## src/rtl/wb_ps2_rx.sv

```systemverilog
// wb_ps2_rx: Wishbone slave PS/2 receiver; filters the device lines, deframes 11-bit frames into a FIFO and raises a level interrupt.
// Ports:
//   clk, reset_n         system clock, asynchronous active-low reset
//   wb_adr_i .. wb_ack_o Wishbone slave; registers selected by wb_adr_i[3:2]
//                        (0 RXDATA, 1 STATUS, 2 CTRL, 3 reserved)
//   intr                 active-high level interrupt
//   ps2_clk, ps2_dat     asynchronous PS/2 lines driven by the device
module wb_ps2_rx #(
  parameter int clk_freq       = 50000000,
  parameter int fifo_adr_width = 4,
  parameter int filter_len     = 8,
  parameter int timeout_us     = 2000
) (
  input  logic        clk,
  input  logic        reset_n,
  input  logic [31:0] wb_adr_i,
  input  logic [31:0] wb_dat_i,
  output logic [31:0] wb_dat_o,
  input  logic [3:0]  wb_sel_i,
  input  logic        wb_stb_i,
  input  logic        wb_cyc_i,
  input  logic        wb_we_i,
  output logic        wb_ack_o,
  output logic        intr,
  input  logic        ps2_clk,
  input  logic        ps2_dat
);
  localparam int AW  = fifo_adr_width;
  localparam int TOC = clk_freq / 1000000 * timeout_us;
  localparam int TW  = $clog2(TOC + 1);
  localparam int FW  = $clog2(filter_len + 1);
  typedef enum logic [1:0] {IDLE, DATA, PARITY, STOP} state_t;
  logic [1:0] pins, s1_q, s2_q, flt_q;
  logic [FW-1:0] fcnt_q [2];
  logic cprev_q, strobe, dat;
  state_t state_q;
  logic [2:0] bitcnt_q;
  logic [7:0] sh_q;
  logic par_q, push_q, perr_ev_q, ferr_ev_q;
  logic [TW-1:0] tcnt_q;
  logic [7:0] mem_q [2**AW];
  logic [AW-1:0] wr_ptr_q, rd_ptr_q;
  logic [AW:0] count_q;
  logic [1:0] ctrl_q;
  logic ack_q, ovr_q, perr_q, ferr_q, intr_q;
  logic [31:0] dat_q, rdata, status;
  logic req, ne, full, pop, wr, ovr_ev;
  logic [2:0] clr;
  logic unused;
  assign unused = ^{wb_sel_i, wb_adr_i[31:4], wb_adr_i[1:0], wb_dat_i[31:5]};
  assign pins = {ps2_dat, ps2_clk};
  // A line level is accepted only after filter_len consecutive samples disagree with the current one.
  always_ff @(posedge clk or negedge reset_n)
    if (!reset_n) begin
      s1_q <= '1;
      s2_q <= '1;
      flt_q <= '1;
      cprev_q <= 1'b1;
      fcnt_q[0] <= '0;
      fcnt_q[1] <= '0;
    end else begin
      s1_q <= pins;
      s2_q <= s1_q;
      cprev_q <= flt_q[0];
      for (int k = 0; k < 2; k++)
        if (s2_q[k] == flt_q[k]) fcnt_q[k] <= '0;
        else if (fcnt_q[k] == FW'(filter_len - 1)) begin
          flt_q[k] <= s2_q[k];
          fcnt_q[k] <= '0;
        end else fcnt_q[k] <= fcnt_q[k] + 1'b1;
    end
  assign strobe = cprev_q & ~flt_q[0];
  assign dat = flt_q[1];
  always_ff @(posedge clk or negedge reset_n)
    if (!reset_n) begin
      state_q <= IDLE;
      bitcnt_q <= '0;
      sh_q <= '0;
      par_q <= 1'b0;
      tcnt_q <= '0;
      push_q <= 1'b0;
      perr_ev_q <= 1'b0;
      ferr_ev_q <= 1'b0;
    end else begin
      push_q <= 1'b0;
      perr_ev_q <= 1'b0;
      ferr_ev_q <= 1'b0;
      if (!ctrl_q[0]) begin
        state_q <= IDLE;
        tcnt_q <= '0;
      end else if (strobe) begin
        tcnt_q <= '0;
        case (state_q)
          IDLE: if (!dat) begin
            state_q <= DATA;
            bitcnt_q <= '0;
          end
          DATA: begin
            sh_q <= {dat, sh_q[7:1]};
            bitcnt_q <= bitcnt_q + 1'b1;
            if (bitcnt_q == 3'd7) state_q <= PARITY;
          end
          PARITY: begin
            par_q <= dat;
            state_q <= STOP;
          end
          default: begin
            perr_ev_q <= ~^{sh_q, par_q};
            ferr_ev_q <= ^{sh_q, par_q} & ~dat;
            push_q <= ^{sh_q, par_q} & dat;
            state_q <= IDLE;
          end
        endcase
      end else if (state_q != IDLE) begin
        if (tcnt_q == TW'(TOC - 1)) begin
          state_q <= IDLE;
          ferr_ev_q <= 1'b1;
          tcnt_q <= '0;
        end else tcnt_q <= tcnt_q + 1'b1;
      end
    end
  assign req = wb_stb_i & wb_cyc_i & ~ack_q;
  assign ne = count_q != '0;
  assign full = count_q[AW];
  assign pop = req & ~wb_we_i & (wb_adr_i[3:2] == 2'd0) & ne;
  assign clr = (req & wb_we_i & (wb_adr_i[3:2] == 2'd1)) ? wb_dat_i[4:2] : 3'b0;
  // A full FIFO still accepts the byte when a pop happens on the same edge.
  assign wr = push_q & (~full | pop);
  assign ovr_ev = push_q & full & ~pop;
  assign status = {{(23 - AW){1'b0}}, count_q, 3'b0, ferr_q, perr_q, ovr_q, full, ne};
  assign rdata = (wb_adr_i[3:2] == 2'd0) ? (ne ? {23'b0, 1'b1, mem_q[rd_ptr_q]} : 32'b0)
               : (wb_adr_i[3:2] == 2'd1) ? status
               : (wb_adr_i[3:2] == 2'd2) ? {30'b0, ctrl_q} : 32'b0;
  always_ff @(posedge clk)
    if (wr) mem_q[wr_ptr_q] <= sh_q;
  always_ff @(posedge clk or negedge reset_n)
    if (!reset_n) begin
      ack_q <= 1'b0;
      dat_q <= '0;
      ctrl_q <= 2'b01;
      ovr_q <= 1'b0;
      perr_q <= 1'b0;
      ferr_q <= 1'b0;
      intr_q <= 1'b0;
      wr_ptr_q <= '0;
      rd_ptr_q <= '0;
      count_q <= '0;
    end else begin
      ack_q <= req;
      if (req) dat_q <= rdata;
      if (req & wb_we_i & (wb_adr_i[3:2] == 2'd2)) ctrl_q <= wb_dat_i[1:0];
      ovr_q <= ovr_ev | (ovr_q & ~clr[0]);
      perr_q <= perr_ev_q | (perr_q & ~clr[1]);
      ferr_q <= ferr_ev_q | (ferr_q & ~clr[2]);
      if (wr) wr_ptr_q <= wr_ptr_q + 1'b1;
      if (pop) rd_ptr_q <= rd_ptr_q + 1'b1;
      count_q <= count_q + (AW + 1)'(wr) - (AW + 1)'(pop);
      intr_q <= ctrl_q[1] & (ne | ovr_q | perr_q | ferr_q);
    end
  assign wb_ack_o = ack_q;
  assign wb_dat_o = dat_q;
  assign intr = intr_q;
endmodule

```

## config.mk

```make
export PLATFORM = sky130hd
export DESIGN_NAME = wb_ps2_rx
export DESIGN_NICKNAME = d
export VERILOG_FILES = /design/src/rtl/wb_ps2_rx.sv
export SDC_FILE = /design/constraint.sdc
export NUM_CORES = 1
export LEC_CHECK = 0
export ABC_CLOCK_PERIOD_IN_PS = 3200
export CORE_MARGIN = 1.5
export CORE_UTILIZATION = 25
export DETAILED_ROUTE_END_ITERATION = 16
export PLACE_DENSITY_LB_ADDON = 0.05
export SYNTH_ARGS = -nofsm -noshare
export SYNTH_HDL_FRONTEND = slang
export SYNTH_SLANG_ARGS = --single-unit
```

## constraint.sdc

```tcl
create_clock -name clk -period 3.2 [get_ports clk]
set_clock_uncertainty 0.1 [all_clocks]
set_input_delay 0.64 -clock clk [delete_from_list [all_inputs] [get_ports clk]]
set_output_delay 0.64 -clock clk [all_outputs]
set_load 0.05 [all_outputs]
```

==> impl.org, run 1 <==
** Outcome
- The run finished with clean final reports.

** Place
- Once placement completed, the tool counted placed cells totaling 1,099.
- Total cell area at the placement stage :: 10,100 um^2
- Port-buffer cells :: 28
- Routability-driven placement finished with a final weighted congestion of 0.768.
- DP Wirelength :: 14,200 um

** Min path
- The tightest min-delay check is of the reg -> reg type.

** Pwr
- Static leakage :: 4.08 nW
- Summed over all nets, the switching power comes to 2.02 mW.
- Net switching fraction of the power :: 27.7%
- Combinational group share of total power :: 18.2%
- The internal power of the cells totals 5.27 mW.
- PwrDens :: 665 nW/um^2
- The share of total power dissipated in the clock network is 38.0%.
- The share of total power dissipated in sequential elements is 43.8%.
- Across the VDD grid, the largest voltage drop is 0.000326 V.

** Timing
- Setup repair after global routing left no endpoint under its margin.
- Setup violations remaining at the end of the flow were counted as 0.
- For this run, the top clock speed supported by timing is 333 MHz.
- Period Utilization, post-route :: 93.8%
- Pins Over Slew Limit :: 0
- The number of hold violations in the final report was 0.
- Rel. slew slack :: 55.4%
- Hold is met by 0.256 ns.
- In the final timing run, aggregate negative setup slack is 0 ns.
- The routed design could run at a clock period as short as 3.00 ns.
- At the pin with the least slew margin, the transition time is 0.669 ns.

** Floorplanning
- In this run the count of I/O pins placed on the die edge is 109.
- Chip height :: 193 um
- Full die area :: 37,300 um^2
- Once the floorplan was initialized, standard cells occupied 25.4% of the core.
- Die Span X :: 193 um
- Area inside the core boundary :: 35,600 um^2
- Number of standard-cell rows in the floorplan :: 69

** Run
- Across the run, the number of max-cap violations was 0.

** Synthesis
- Summing the areas of all xor and xnor instances in the mapped netlist gives 3.06% of the synthesized area.
- Number of synthesized flops with an enable pin :: 128
- Of the synthesized area, sequential elements account for 65.4%.
- Synthesized flop and latch total :: 210
- The synthesized netlist devotes 4.57% of its cell area to compound gates.
- Yosys warning total :: 0
- In this run the cell area of the synthesized design comes to 9030 um^2.
- Average size of a mapped cell :: 15.2 um^2
- By area, the combinational part of the netlist is dominated by multiplexers.
- In the synthesized netlist the async set-or-reset flop fraction comes to 39.0%.
- After Yosys synthesis, full adders, half adders and majority gates account for 2.86% of the synthesized area.
- Dominant register cell in the synthesized netlist :: sky130_fd_sc_hd__edfxtp_1
- Counting every instance in the synthesized netlist gives 593.
- Synth Area in Simple Gates :: 8.91%
- Measured against the total synthesized area, the mux share comes to 11.5%.
- Count of different cell masters after synthesis :: 61

** Routing
- In the routed layout, each cell is associated on average with a via count of 4.42.
- Violation count after the first detailed-route iteration :: 148
- DRC violations left :: 0
- Average wire length per cell after detail routing :: 18.3 um
- Before antenna repair, the detailed router went through 6 iterations.
- For this block, the via count after detailed routing is 5,082.
- Antenna Nets Post-Route :: 0
- Routed WL :: 21,000 um

** Layout
- Signed area change from the synthesized netlist to the final layout :: 21.3%
- Most common cell after layout, fill and taps aside :: sky130_fd_sc_hd__edfxtp_1
- Register area :: 5910 um^2
- At the end of the flow, the number of nets in the layout was 765.
- Antenna diodes :: 0
- In the final layout, the share of cells above drive strength 1 is 21.2%.
- Count of fill cells added during filler insertion :: 3,526
- Footprint of the multi-input gates :: 2870 um^2
- Final non-filler cell total :: 1,151
- Summing all non-filler instances in the final layout gives an area of 11,000 um^2.
- The top cell types in the final layout, fill and taps aside, are sky130_fd_sc_hd__edfxtp_1 (128), sky130_fd_sc_hd__dfrtp_1 (73), sky130_fd_sc_hd__nand2_1 (36).

** Critical path
- On the worst path, the slowest cell contributes a delay of 0.49 ns.
- Highest-delay cell along the critical path :: sky130_fd_sc_hd__or4_4
- The most numerous cell type found on the critical path is sky130_fd_sc_hd__inv_1.
- Startpoint types :: flip-flop
- At the worst endpoint, the required time is 3.51 ns.
- Critical path, cell by cell :: inv_1 -> ha_1 -> nor4b_1 -> or4_4 -> or3_1 -> o21ai_1 -> ha_2 -> inv_1 -> fa_1 -> inv_1 -> a21oi_1 -> nor2_1 -> nor2_1 -> xnor2_1
- Setup Crit Path Kind :: reg -> reg
- CP Data Arrival Time :: 3.31 ns
- The worst setup path is captured at a flip-flop.
- Maximum fanout along the worst path :: 2

** Clocking
- In this run the number of H-tree levels came out at 1.
- No sink is reached through more buffers than the 3 on the longest clock path.
- Clock-pin slew of the registers on the worst-case setup and hold paths :: 0.06 ns
- The tree is rooted in a sky130_fd_sc_hd__clkbuf_16.
- Clock insertion delay at the later pin of the skew report :: 0.52 ns
- TritonCTS built the clock tree.
- Clock sinks :: 210
- Clock buffer count from CTS :: 26

** GRT
- For this run, the total global-route usage over all layers was measured as 11.7%.
- For this run the aggregate overflow at the end of global routing stands at 0.
- Initial antenna violation count :: 0
- Entering global routing, the biggest net connects 35 pins.
- Wire length of the first global-routing pass :: 32,800 um
- Number of global-route vias before repair :: 5,468
[flip-flops by register name, summed over array words and instances (netlist names), 2 cells and up]
register  flops
rd_ptr_q      4
mem_q       128
sh_q          8
count_q       5
fcnt_q        8
state_q       2
tcnt_q       17
ctrl_q        2
wb_dat_o     13
s1_q          2
s2_q          2
bitcnt_q      3
wr_ptr_q      4
flt_q         2
[path summary, 6_finish.rpt]
kind	slack, ns	endpoint	cells past startpoint	startpoint
hold reg to reg	0.26	s2_q[1]	0	s1_q[1]
setup / recovery	0.20	count_q[4]	14	count_q[2]
min in group asynchronous	0.51	tcnt_q[15]	2	reset_n
max in group asynchronous	1.76	flt_q[1]	3	reset_n
setup reg to reg	0.20	count_q[4]	14	count_q[2]
hold / removal	0.26	s2_q[1]	0	s1_q[1]
[synth_stat cells (14+ instances only)]
library cell,n,area share [%]
sky130_fd_sc_hd__dfrtp_1,74,21
sky130_fd_sc_hd__xnor2_1,20,1.9
sky130_fd_sc_hd__mux2_2,15,1.9
sky130_fd_sc_hd__buf_4,22,1.8
sky130_fd_sc_hd__nand3_1,16,0.89
sky130_fd_sc_hd__nor2_1,32,1.3
sky130_fd_sc_hd__mux4_2,32,8.0
sky130_fd_sc_hd__inv_1,22,0.91
sky130_fd_sc_hd__edfxtp_1,128,43
sky130_fd_sc_hd__ha_1,19,2.6
sky130_fd_sc_hd__o21ai_0,14,0.78
sky130_fd_sc_hd__nand2_1,36,1.5
sky130_fd_sc_hd__mux2i_1,15,1.7
[logic make-up (layout without fill, tap and decap cells)]
family | count (synthesis) | after routing
other | 1 | 19
and+or+nand+nor | 149 | 149
muxes | 62 | 62
buffers and inverters | 62 | 141
DFF | 210 | 210
adders and majority gates | 20 | 20
xor gates and xnor gates | 30 | 30
AOI/OAI and AO/OA | 59 | 59
[routing by layer]
metal	wire length (um)	up-vias	GRT usage, %
met5	0	-	0
met4	444	0	3.37
met3	644	38	1.81
met1	9530	2627	14.9
met2	10400	62	20.6
li1	-	2355	-
[what timing repair did]
action / in CTS / in global routing
buffers inserted: 0 / 3
hold buffers: 1 / 0
hold endpoints to repair: 31 / 0
resized for setup: 0 / 1
endpoints found under the setup margin: 0 / 1
[power groups by stage]
stage                     Clock, mW  Combinational (mW)  Sequential (mW)
final                          2.77                1.33             3.20
after global routing           2.99                1.46             3.23
after CTS                      2.88                1.33             3.21
after detailed placement          0                1.32             3.26
after global placement            0                1.31             3.25
after floorplan                   0               0.884             3.27
[critical path: cells and delay by family (launching register included)]
family	cells	cell delay, ns
buf+inv	3	0.19
fa+ha+maj	3	0.80
flops	1	0.35
compound gates	2	0.16
simple gates	5	1.17
xor+xnor	1	0.12
[final cells by class]
cell class                 instances  share of cell area, %
clock buffer                      42                   6.86
timing repair buffer              71                   6.53
sequential                       210                   53.9
tap                              461                   5.27
inverter                          22                  0.754
clock inverter                     6                  0.503
multi-input combinational        339                   26.2
[metrics by stage]
stage | setup slack [ns] | utilization [%] | power [mW]
finish | 0.199 | 30.8 | 7.29
detailed placement | -0.244 | 28.4 | 4.58
global placement | -0.259 | 28.4 | 4.56
global route | 0.00349 | 30.8 | 7.67
CTS | 0.134 | 30.7 | 7.42
floorplan | 0.353 | - | 4.16
Note: power is estimated with default switching activity, not from simulation.
==> inputs of run 2 (changes only) <==
--- a/config.mk
+++ b/config.mk
@@ -5,9 +5,10 @@
 export SDC_FILE = /design/constraint.sdc
 export NUM_CORES = 1
 export LEC_CHECK = 0
+export ABC_AREA = 1
 export ABC_CLOCK_PERIOD_IN_PS = 3200
 export CORE_MARGIN = 1.5
-export CORE_UTILIZATION = 25
+export CORE_UTILIZATION = 55
 export DETAILED_ROUTE_END_ITERATION = 16
 export PLACE_DENSITY_LB_ADDON = 0.05
 export SYNTH_ARGS = -nofsm -noshare
==> run 2 against run 1 <==
Compared with the run above: cell count is 17% higher; largest cell class unchanged; sequential power hardly changed; first-iteration DRC count grew to 2.9 times the previous value; critical path type is now in -> reg; area after synthesis is 9.6% higher; combinational power is 68% higher; clock power is 10% lower; power is 8.4% higher.
==> impl.org, run 2 <==
** Outcome
- Status :: finished, final reports clean

** Timing
- Setup repair after global routing left no endpoint under its margin.
- Number of hold violations in the final report :: 0 (unchanged)
- The final max-slew violation count is 0 (unchanged).
- The worst setup slack after layout was 0.606 ns (+0.407 ns).
- Period Utilization, post-route :: 81.1% (-13 points)
- The final-layout worst hold slack is 0.0342 ns (-0.221 ns).
- The transition time at the pin with the least slew margin is 0.795 ns (+0.126 ns).
- The fmax was 386 MHz (+16%).
- The worst max-slew margin expressed relative to the limit was 47.0% (-8.4 points).
- Min cycle time layout :: 2.59 ns (-0.407 ns)
- The number of setup violations in the final report is 0 (unchanged).
- The setup TNS is 0 ns (unchanged).

** Clocking
- TritonCTS clock tree :: yes
- CTS root buf :: sky130_fd_sc_hd__clkbuf_16
- Clock-pin slew of the registers on the worst-case setup and hold paths :: 0.06 ns (about the same)
- The clock sink total was 210 (unchanged).
- Post-CTS sizing :: 0 (unchanged)
- The clock latency reported for the late side of the worst-skew pair is 0.50 ns (-0.02 ns).
- H-tree level count :: 1 (unchanged)
- The number of buffers inserted by post-CTS setup repair is 0 (unchanged).
- The buffer levels on the longest clock path came to 3 (unchanged).
- Number of buffers inserted by hold repair at cts :: 0 (-1)
- The total CTS buffers came to 22 (-15%).

** GRT
- The largest net degree at the start of global routing is 83 (+140%).
- Aggregate global routing overflow :: 0 (unchanged)
- After global routing, the most crowded layer is met2.
- Number of global-route vias before repair :: 6,427 (+18%)
- The total global routing track utilization came to 23.3% (+12 points).
- The met3 layer usage reported by global route came to 2.85% (+1.0 points).
- Met2 GRT Util :: 36.3% (+16 points)
- Met1 track demand over resource in global routing :: 33.9% (+19 points)
- The initial antenna violation count is 0 (unchanged).
- Wire length of the first global-routing pass :: 33,200 um (+1.0%)

** Floorplanning
- Number of standard-cell rows in the floorplan :: 48 (-30%)
- Area inside the core boundary :: 17,400 um^2 (-51%)
- The boundary pin count is 109 (unchanged).
- Die Span X :: 137 um (-29%)
- Chip height :: 137 um (-29%)
- Starting density of the core :: 56.8% (+31 points)
- The total die area is 18,800 um^2 (-50%).

** Pwr
- The internal power contribution is 5.19 mW (-1.5%).
- The switching power was 2.71 mW (+34%).
- Sequential cell fraction of total power :: 40.2% (-3.6 points)
- The power per cell area is 708 nW/um^2 (+6.4%).
- Power Total :: 7.90 mW (+8.4%)
- IR drop worst, VDD :: 0.000428 V (+31%)
- The clock share of power is 31.6% (-6.4 points).
- The static leakage power is 5.15 nW (+26%).
- The share of total power consumed by net switching was 34.3% (+6.6 points).
- Combinational group share of total power :: 28.2% (+10 points)

** Layout
- Count of fill cells added during filler insertion :: 1,430 (-59%)
- The post-layout instance count excluding filler cells was 1,346 (+17%).
- The final cell utilization of the core is 64.1% (+33 points).
- Most used cells in the layout excluding fill and tap cells :: sky130_fd_sc_hd__nand2_1 (317), sky130_fd_sc_hd__inv_1 (151), sky130_fd_sc_hd__edfxtp_1 (128)
- Most flop-heavy register :: mem_q
- The antenna diode count came to 0 (unchanged).
- Final Cell Area :: 11,200 um^2 (+1.9%)
- Signed area change from the synthesized netlist to the final layout :: 12.9%
- The flip-flop count of the largest register after layout came to 128 (unchanged).
- Layout cells sized above 1 :: 9.01% (-12 points)
- The storage element area was 5910 um^2 (unchanged).
- Footprint of the multi-input gates :: 3120 um^2 (+9.0%)
- Post-layout nets :: 1,200 (+57%)
- The library cell used most frequently in the layout, excluding fill and tap cells, is sky130_fd_sc_hd__nand2_1.

** Routing
- The total number of vias was 6,737 (+33%).
- The number of routed nets with antenna violations is 0 (unchanged).
- Routed WL :: 21,000 um (-0.14%)
- The wire length per cell was 15.6 um (-15%).
- DRC violations left :: 0 (unchanged)
- Drt pass-1 iters :: 5 (-1)
- Violation count after the first detailed-route iteration :: 434 (+190%)
- The vias per cell came to 5.01 (+13%).

** Critical path
- The worst register-to-register path begins at count_q[3].
- Highest-delay cell along the critical path :: sky130_fd_sc_hd__clkdlybuf4s50_1
- Capture point of the worst reg-to-reg path :: count_q[4]
- The data arrival time of the worst path is 2.92 ns (-0.39 ns).
- The required time at the endpoint of the critical path was 3.53 ns (+0.02 ns).
- STA classifies the critical path startpoint as an input pin.
- The number of cells traversed by the worst register-to-register path came to 12 (-2).
- The maximum single-stage delay on the critical path is 0.49 ns (about the same).
- Register-to-Register Setup Slack :: 0.75 ns (+0.55 ns)
- Number of buffers and inverters on the critical path :: 3 (unchanged)
- Maximum fanout along the worst path :: 5 (+3)
- Setup Crit Path Kind :: in -> reg
- Critical path, cell by cell :: clkdlybuf4s50_1 -> nor2_2 -> nand2_1 -> nor2_2 -> nand2_2 -> nor2_1 -> inv_1 -> nand2_1 -> ha_1 -> inv_1 -> fa_1 -> o21ai_0 -> xor2_1
- STA classifies the critical path endpoint as a flip-flop.
- Family with the most delay on the worst path :: simple AND/OR/NAND/NOR gates

** Synthesis
- The largest total area in the synthesized netlist belongs to sky130_fd_sc_hd__edfxtp_1.
- Leading cell types by count after synthesis :: sky130_fd_sc_hd__nand2_1 (317), sky130_fd_sc_hd__inv_1 (151), sky130_fd_sc_hd__edfxtp_1 (128)
- Sequential element share of the synthesized area :: 59.7% (-5.7 points)
- The fraction of post-synthesis cell area in the top cell type by area came to 38.9% (-3.7 points).
- Most common cell in the netlist :: sky130_fd_sc_hd__nand2_1
- Number of synthesized flops with an enable pin :: 128 (unchanged)
- Synthesized flop and latch total :: 210 (unchanged)
- The gate count of the mapped netlist came to 1,053 (+78%).
- Average size of a mapped cell :: 9.39 um^2 (-38%)
- Count of different cell masters after synthesis :: 37 (-39%)
- Dominant cells by area after synthesis :: sky130_fd_sc_hd__edfxtp_1 (39%), sky130_fd_sc_hd__dfrtp_1 (19%), sky130_fd_sc_hd__nand2_1 (12%)
- The number of warnings reported in the yosys synthesis log came to 0 (unchanged).
- For this run, the leading register cell type out of synthesis is sky130_fd_sc_hd__edfxtp_1.
- Netlist area before placement :: 9890 um^2 (+9.6%)
- Fraction of registers with async set or reset after synthesis :: 39.0% (unchanged)

** Place
- Worst Setup Slack post-DPL :: 0.144 ns (+0.388 ns)
- Port-buffer cells :: 28 (unchanged)
- The placed standard-cell area came to 10,400 um^2 (+3.3%).
- The weighted congestion at the end of routability-driven global placement is 0.878 (+14%).
- DP Wirelength :: 13,300 um (-6.1%)
- Number of cells after detailed placement :: 1,306 (+19%)

** Min path
- Class of the most critical hold timing path :: in -> async

** Run
- The max-capacitance violation count came to 0 (unchanged).
[run 2: changes by cell type in the layout (fill, tap and decap cells not counted), moves of 10 or more]
cell and change:
sky130_fd_sc_hd__nor2_1 +38, sky130_fd_sc_hd__nand2_1 +281, sky130_fd_sc_hd__mux2i_1 -15, sky130_fd_sc_hd__nand3_1 +109, sky130_fd_sc_hd__mux2_2 -14, sky130_fd_sc_hd__xnor2_1 -14
sky130_fd_sc_hd__and3_1 -13, sky130_fd_sc_hd__mux4_2 -32, sky130_fd_sc_hd__o21ai_0 +10, sky130_fd_sc_hd__inv_1 +129
[run 2: metal layers]
layer	routed length, um	vias up
li1	-	3417
met1	9690	3110
met2	9680	166
met3	1020	44
met4	608	0
met5	0	-
[run 2: area by class of cell]
type,count,share of cell area [%]
clock inverters,6,0.291
clock buffers,34,6.16
multi-input cells,653,28.0
repair buffers,59,4.80
inverters,159,5.37
flip-flops and latches,210,52.9
well taps,225,2.52
[run 2: cell families (layout without fill, tap and decap cells)]
| logic type | count (synthesis) | in the layout | share of synthesized area, % |
|---|---|---|---|
| AO/OA/AOI/OAI | 47 | 47 | 2.72 |
| other | 1 | 19 | 0.0379 |
| buffers and inverters | 208 | 258 | 9.40 |
| adder cells (fa/ha/maj) | 20 | 20 | 2.61 |
| flip-flops | 210 | 210 | 59.7 |
| AND/OR/NAND/NOR | 544 | 544 | 23.5 |
| multiplexers | 1 | 1 | 0.114 |
| XOR/XNOR | 22 | 22 | 1.95 |
[run 2: worst max-delay path by stage]
stage | endpoint | slack [ns] | start | cells past startpoint
3_5_place_dp | count_q[4] | 0.14 | wb_adr_i[3] | 13
3_3_place_gp | count_q[4] | 0.21 | wb_adr_i[3] | 13
5_1_grt | count_q[4] | 0.43 | wb_adr_i[3] | 13
6_report | count_q[4] | 0.61 | wb_adr_i[3] | 13
4_1_cts | count_q[4] | 0.63 | wb_adr_i[3] | 13
2_1_floorplan | count_q[4] | 0.72 | wb_ack_o | 11
[run 2: worst reg2reg max path: cells and delay by family (launching register included)]
kind / cells / cell delay (ns)
flip-flops: 1 / 0.40
XOR/XNOR: 1 / 0.17
adder cells (fa/ha/maj): 3 / 0.72
buffers and inverters: 3 / 0.29
AND/OR/NAND/NOR: 4 / 0.45
AO/OA/AOI/OAI: 1 / 0.24
[run 2: power by group through the flow]
stage / combinational (mW) / clock (mW) / sequential (mW)
2_1_floorplan: 1.56 / 0 / 3.32
3_3_place_gp: 2.21 / 0 / 3.23
3_5_place_dp: 2.22 / 0 / 3.23
4_1_cts: 2.24 / 2.55 / 3.18
5_1_grt: 2.48 / 2.66 / 3.20
6_report: 2.23 / 2.49 / 3.18
==> inputs of run 3 (changes only) <==
--- a/config.mk
+++ b/config.mk
@@ -6,9 +6,9 @@
 export NUM_CORES = 1
 export LEC_CHECK = 0
 export ABC_AREA = 1
-export ABC_CLOCK_PERIOD_IN_PS = 3200
+export ABC_CLOCK_PERIOD_IN_PS = 2250
 export CORE_MARGIN = 1.5
-export CORE_UTILIZATION = 55
+export CORE_UTILIZATION = 51
 export DETAILED_ROUTE_END_ITERATION = 16
 export PLACE_DENSITY_LB_ADDON = 0.05
 export SYNTH_ARGS = -nofsm -noshare
==> constraint.sdc (replaced) <==
create_clock -name clk -period 2.25 [get_ports clk]
set_clock_uncertainty 0.1 [all_clocks]
set_input_delay 0.45 -clock clk [delete_from_list [all_inputs] [get_ports clk]]
set_output_delay 0.45 -clock clk [all_outputs]
set_load 0.05 [all_outputs]
==> run 3 against run 2 <==
Compared with the run above: clock power is 55% higher; cell count grew 4.5%; worst hold slack improved by 0.21 ns; critical path depth is 12 lower; first-iteration DRC count rose by 16%; register-to-register slack got worse by 0.65 ns; global-route usage is 1.4 points lower; power is 48% higher; sequential cell count did not move; sequential share of layout area decreased by 1.7 points; non-clock buffer count up 21; count of clock-buffer cells in the layout fell by 4.
==> impl.org, run 3 (same netlist as run 2, synthesis figures left out) <==
** Outcome
- Status :: finished, final reports clean

** Routing
- The total wirelength of the detailed-routed design was 21,000 um (+0.17%).
- Average wire length per cell after detail routing :: 15.0 um (-4.1%)
- Via density per instance :: 4.85 (-3.0%)
- Metal2 WL :: 9510 um (-1.7%)
- The final routed DRC violation total was 0 (unchanged).
- The met1 layer wirelength in the final routing is 9840 um (+1.6%).
- Antenna Nets Post-Route :: 0 (unchanged)
- The met3 routed wirelength was 1100 um (+8.2%).
- The total number of vias came to 6,823 (+1.3%).
- Violation count after the first detailed-route iteration :: 503 (+16%)
- The number of optimization iterations in the first detailed-route pass came to 5 (unchanged).
- Topmost layer with routed signal wires :: met4

** GRT
- The number of global-route vias before repair was 6,453 (+0.40%).
- Total global-route track usage :: 21.9% (-1.4 points)
- The initial antenna violation count came to 0 (unchanged).
- Wire length of the first global-routing pass :: 34,000 um (+2.4%)
- Largest net degree at the start of global routing :: 53 (-36%)
- The residual overflow from global routing was 0 (unchanged).

** Timing
- Setup repair after global routing could not meet its margin everywhere.
- Period Utilization, post-route :: 97.9%
- Number of setup violations in the final report :: 0 (unchanged)
- The worst setup slack after layout was 0.0478 ns (-0.559 ns).
- Pins Over Slew Limit :: 0 (unchanged)
- Final-layout worst hold slack :: 0.242 ns (+0.208 ns)
- Min cycle time layout :: 2.20 ns
- FMAX :: 454 MHz
- Setup TNS Final :: 0 ns (unchanged)
- Worst slew pin tran :: 0.508 ns (-0.287 ns)
- The number of hold violations in the final report is 0 (unchanged).
- Rel. slew slack :: 66.1% (+19 points)

** Pwr
- Static leakage :: 5.43 nW (+5.3%)
- IR drop worst, VDD :: 0.000649 V (+52%)
- The power per cell area is 1020 nW/um^2 (+44%).
- Power Total :: 11.7 mW (+48%)

** Place
- The sum of net half-perimeters after detailed placement came to 13,600 um (+2.4%).
- Final Wtd Congestion :: 0.814 (-7.3%)
- The number of placed instances, taps included came to 1,360 (+4.1%).
- The count of buffers from port buffering came to 28 (unchanged).
- Worst Setup Slack post-DPL :: -0.360 ns (-0.504 ns)

** Critical path
- Grouping stages by cell kind, the critical path spends the most delay in buffers and inverters.
- Critical path required time :: 1.70 ns (-1.83 ns)
- The total buffers and inverters traversed by the critical path was 1 (-2).
- In this run the worst setup path begins at wb_dat_o[5].
- The setup path with the least slack is of type reg -> out.
- Highest-delay cell along the critical path :: sky130_fd_sc_hd__clkdlybuf4s50_1
- The peak fanout along the critical path is 2 (-3).
- The maximum single-stage delay on the critical path was 0.80 ns (+0.31 ns).
- Source of the worst register-to-register timing path :: wb_ack_o
- STA classifies the critical path startpoint as a flip-flop.
- Critical path, cell by cell :: clkdlybuf4s50_1
- The register-to-register path setup slack was 0.10 ns (-0.65 ns).
- CP Data Arrival Time :: 1.65 ns (-1.27 ns)
- STA classifies the critical path endpoint as an output pin.

** Clocking
- TritonCTS clock tree :: yes
- Clock sinks :: 210 (unchanged)
- The buffer levels on the longest clock path is 3 (unchanged).
- Clock-pin slew of the registers on the worst-case setup and hold paths :: 0.06 ns (about the same)
- H-tree level count :: 1 (unchanged)
- Clock tree synthesis selected as its root buffer the cell sky130_fd_sc_hd__clkbuf_16.
- Clock buffer count from CTS :: 24 (+9.1%)
- The clock latency reported for the late side of the worst-skew pair was 0.51 ns (about the same).

** Floorplanning
- Full die area :: 20,200 um^2 (+7.7%)
- Area inside the core boundary :: 18,900 um^2 (+8.5%)
- The initial cell density of the core was 52.4% (-4.4 points).
- Die Span X :: 142 um (+3.8%)
- Top-level I/O count :: 109 (unchanged)
- The standard-cell row count was 50 (+4.2%).
- The height of the chip is 142 um (+3.8%).

** Layout
- The fraction of final layout cells sized beyond drive strength 1 was 11.6% (+2.6 points).
- The area of combinational cells with multiple inputs came to 3140 um^2 (+0.68%).
- From synthesis to final layout, the design area changed by 16.6%.
- Count of fill cells added during filler insertion :: 1,645 (+15%)
- Max reg flops :: 128 (unchanged)
- The post-layout instance count excluding filler cells came to 1,406 (+4.5%).
- Register area :: 5910 um^2 (about the same)
- The library cell used most frequently in the layout, excluding fill and tap cells, is sky130_fd_sc_hd__nand2_1.
- Post-layout nets :: 1,223 (+1.9%)
- Counting flops per register, the top entry is mem_q.
- The library cells used most frequently in the layout, excluding fill and tap cells, are sky130_fd_sc_hd__nand2_1 (317), sky130_fd_sc_hd__inv_1 (151), sky130_fd_sc_hd__edfxtp_1 (128).
- The antenna diode count came to 0 (unchanged).

** Run
- The max-capacitance violation count came to 0 (unchanged).

** Min path
- The path class of the tightest hold or removal check is in -> async.
run 3: worst paths after layout:
kind | to | depth (start not counted)
max | wb_dat_o[5] | 1
min | wb_dat_o[2] | 2
max reg2reg | count_q[4] | 11
min reg2reg | s2_q[0] | 0
max in group asynchronous | ctrl_q[0] | 3
min in group clk | s2_q[0] | 0
run 3: timing repair:
action	in CTS	in global routing
hold buffers	1	0
gates resized for setup	2	11
buffers inserted	0	1
setup endpoints to repair	2	10
endpoints found under the hold margin	15	0
run 3: layout make-up:
cell class                 instances  area share (%)
timing repair buffer              80            6.43
clock inverter                    14           0.749
sequential                       210            51.2
inverter                         159            5.20
clock buffer                      30            6.31
tap                              260            2.82
multi-input combinational        653            27.3
run 3: report_power, final:
part	switching [mW]	internal (mW)	leakage, nW	total (mW)
sequential	0.207	4.31	2.32	4.52
combinational	2.26	1.09	2.70	3.34
clock	1.54	2.31	0.410	3.85
run 3: per-layer routing:
metal	global-route usage, %	vias to the layer above
li1	-	3477
met1	31.6	3135
met2	34.8	168
met3	2.96	43
met4	6.46	0
met5	0	-
run 3: through the flow:
step	util, %	area [um^2]
after CTS	60.8	11500
after global routing	61.0	11500
after global placement	56.5	10700
after detailed placement	56.5	10700
final	61.0	11500
after floorplan	-	9970
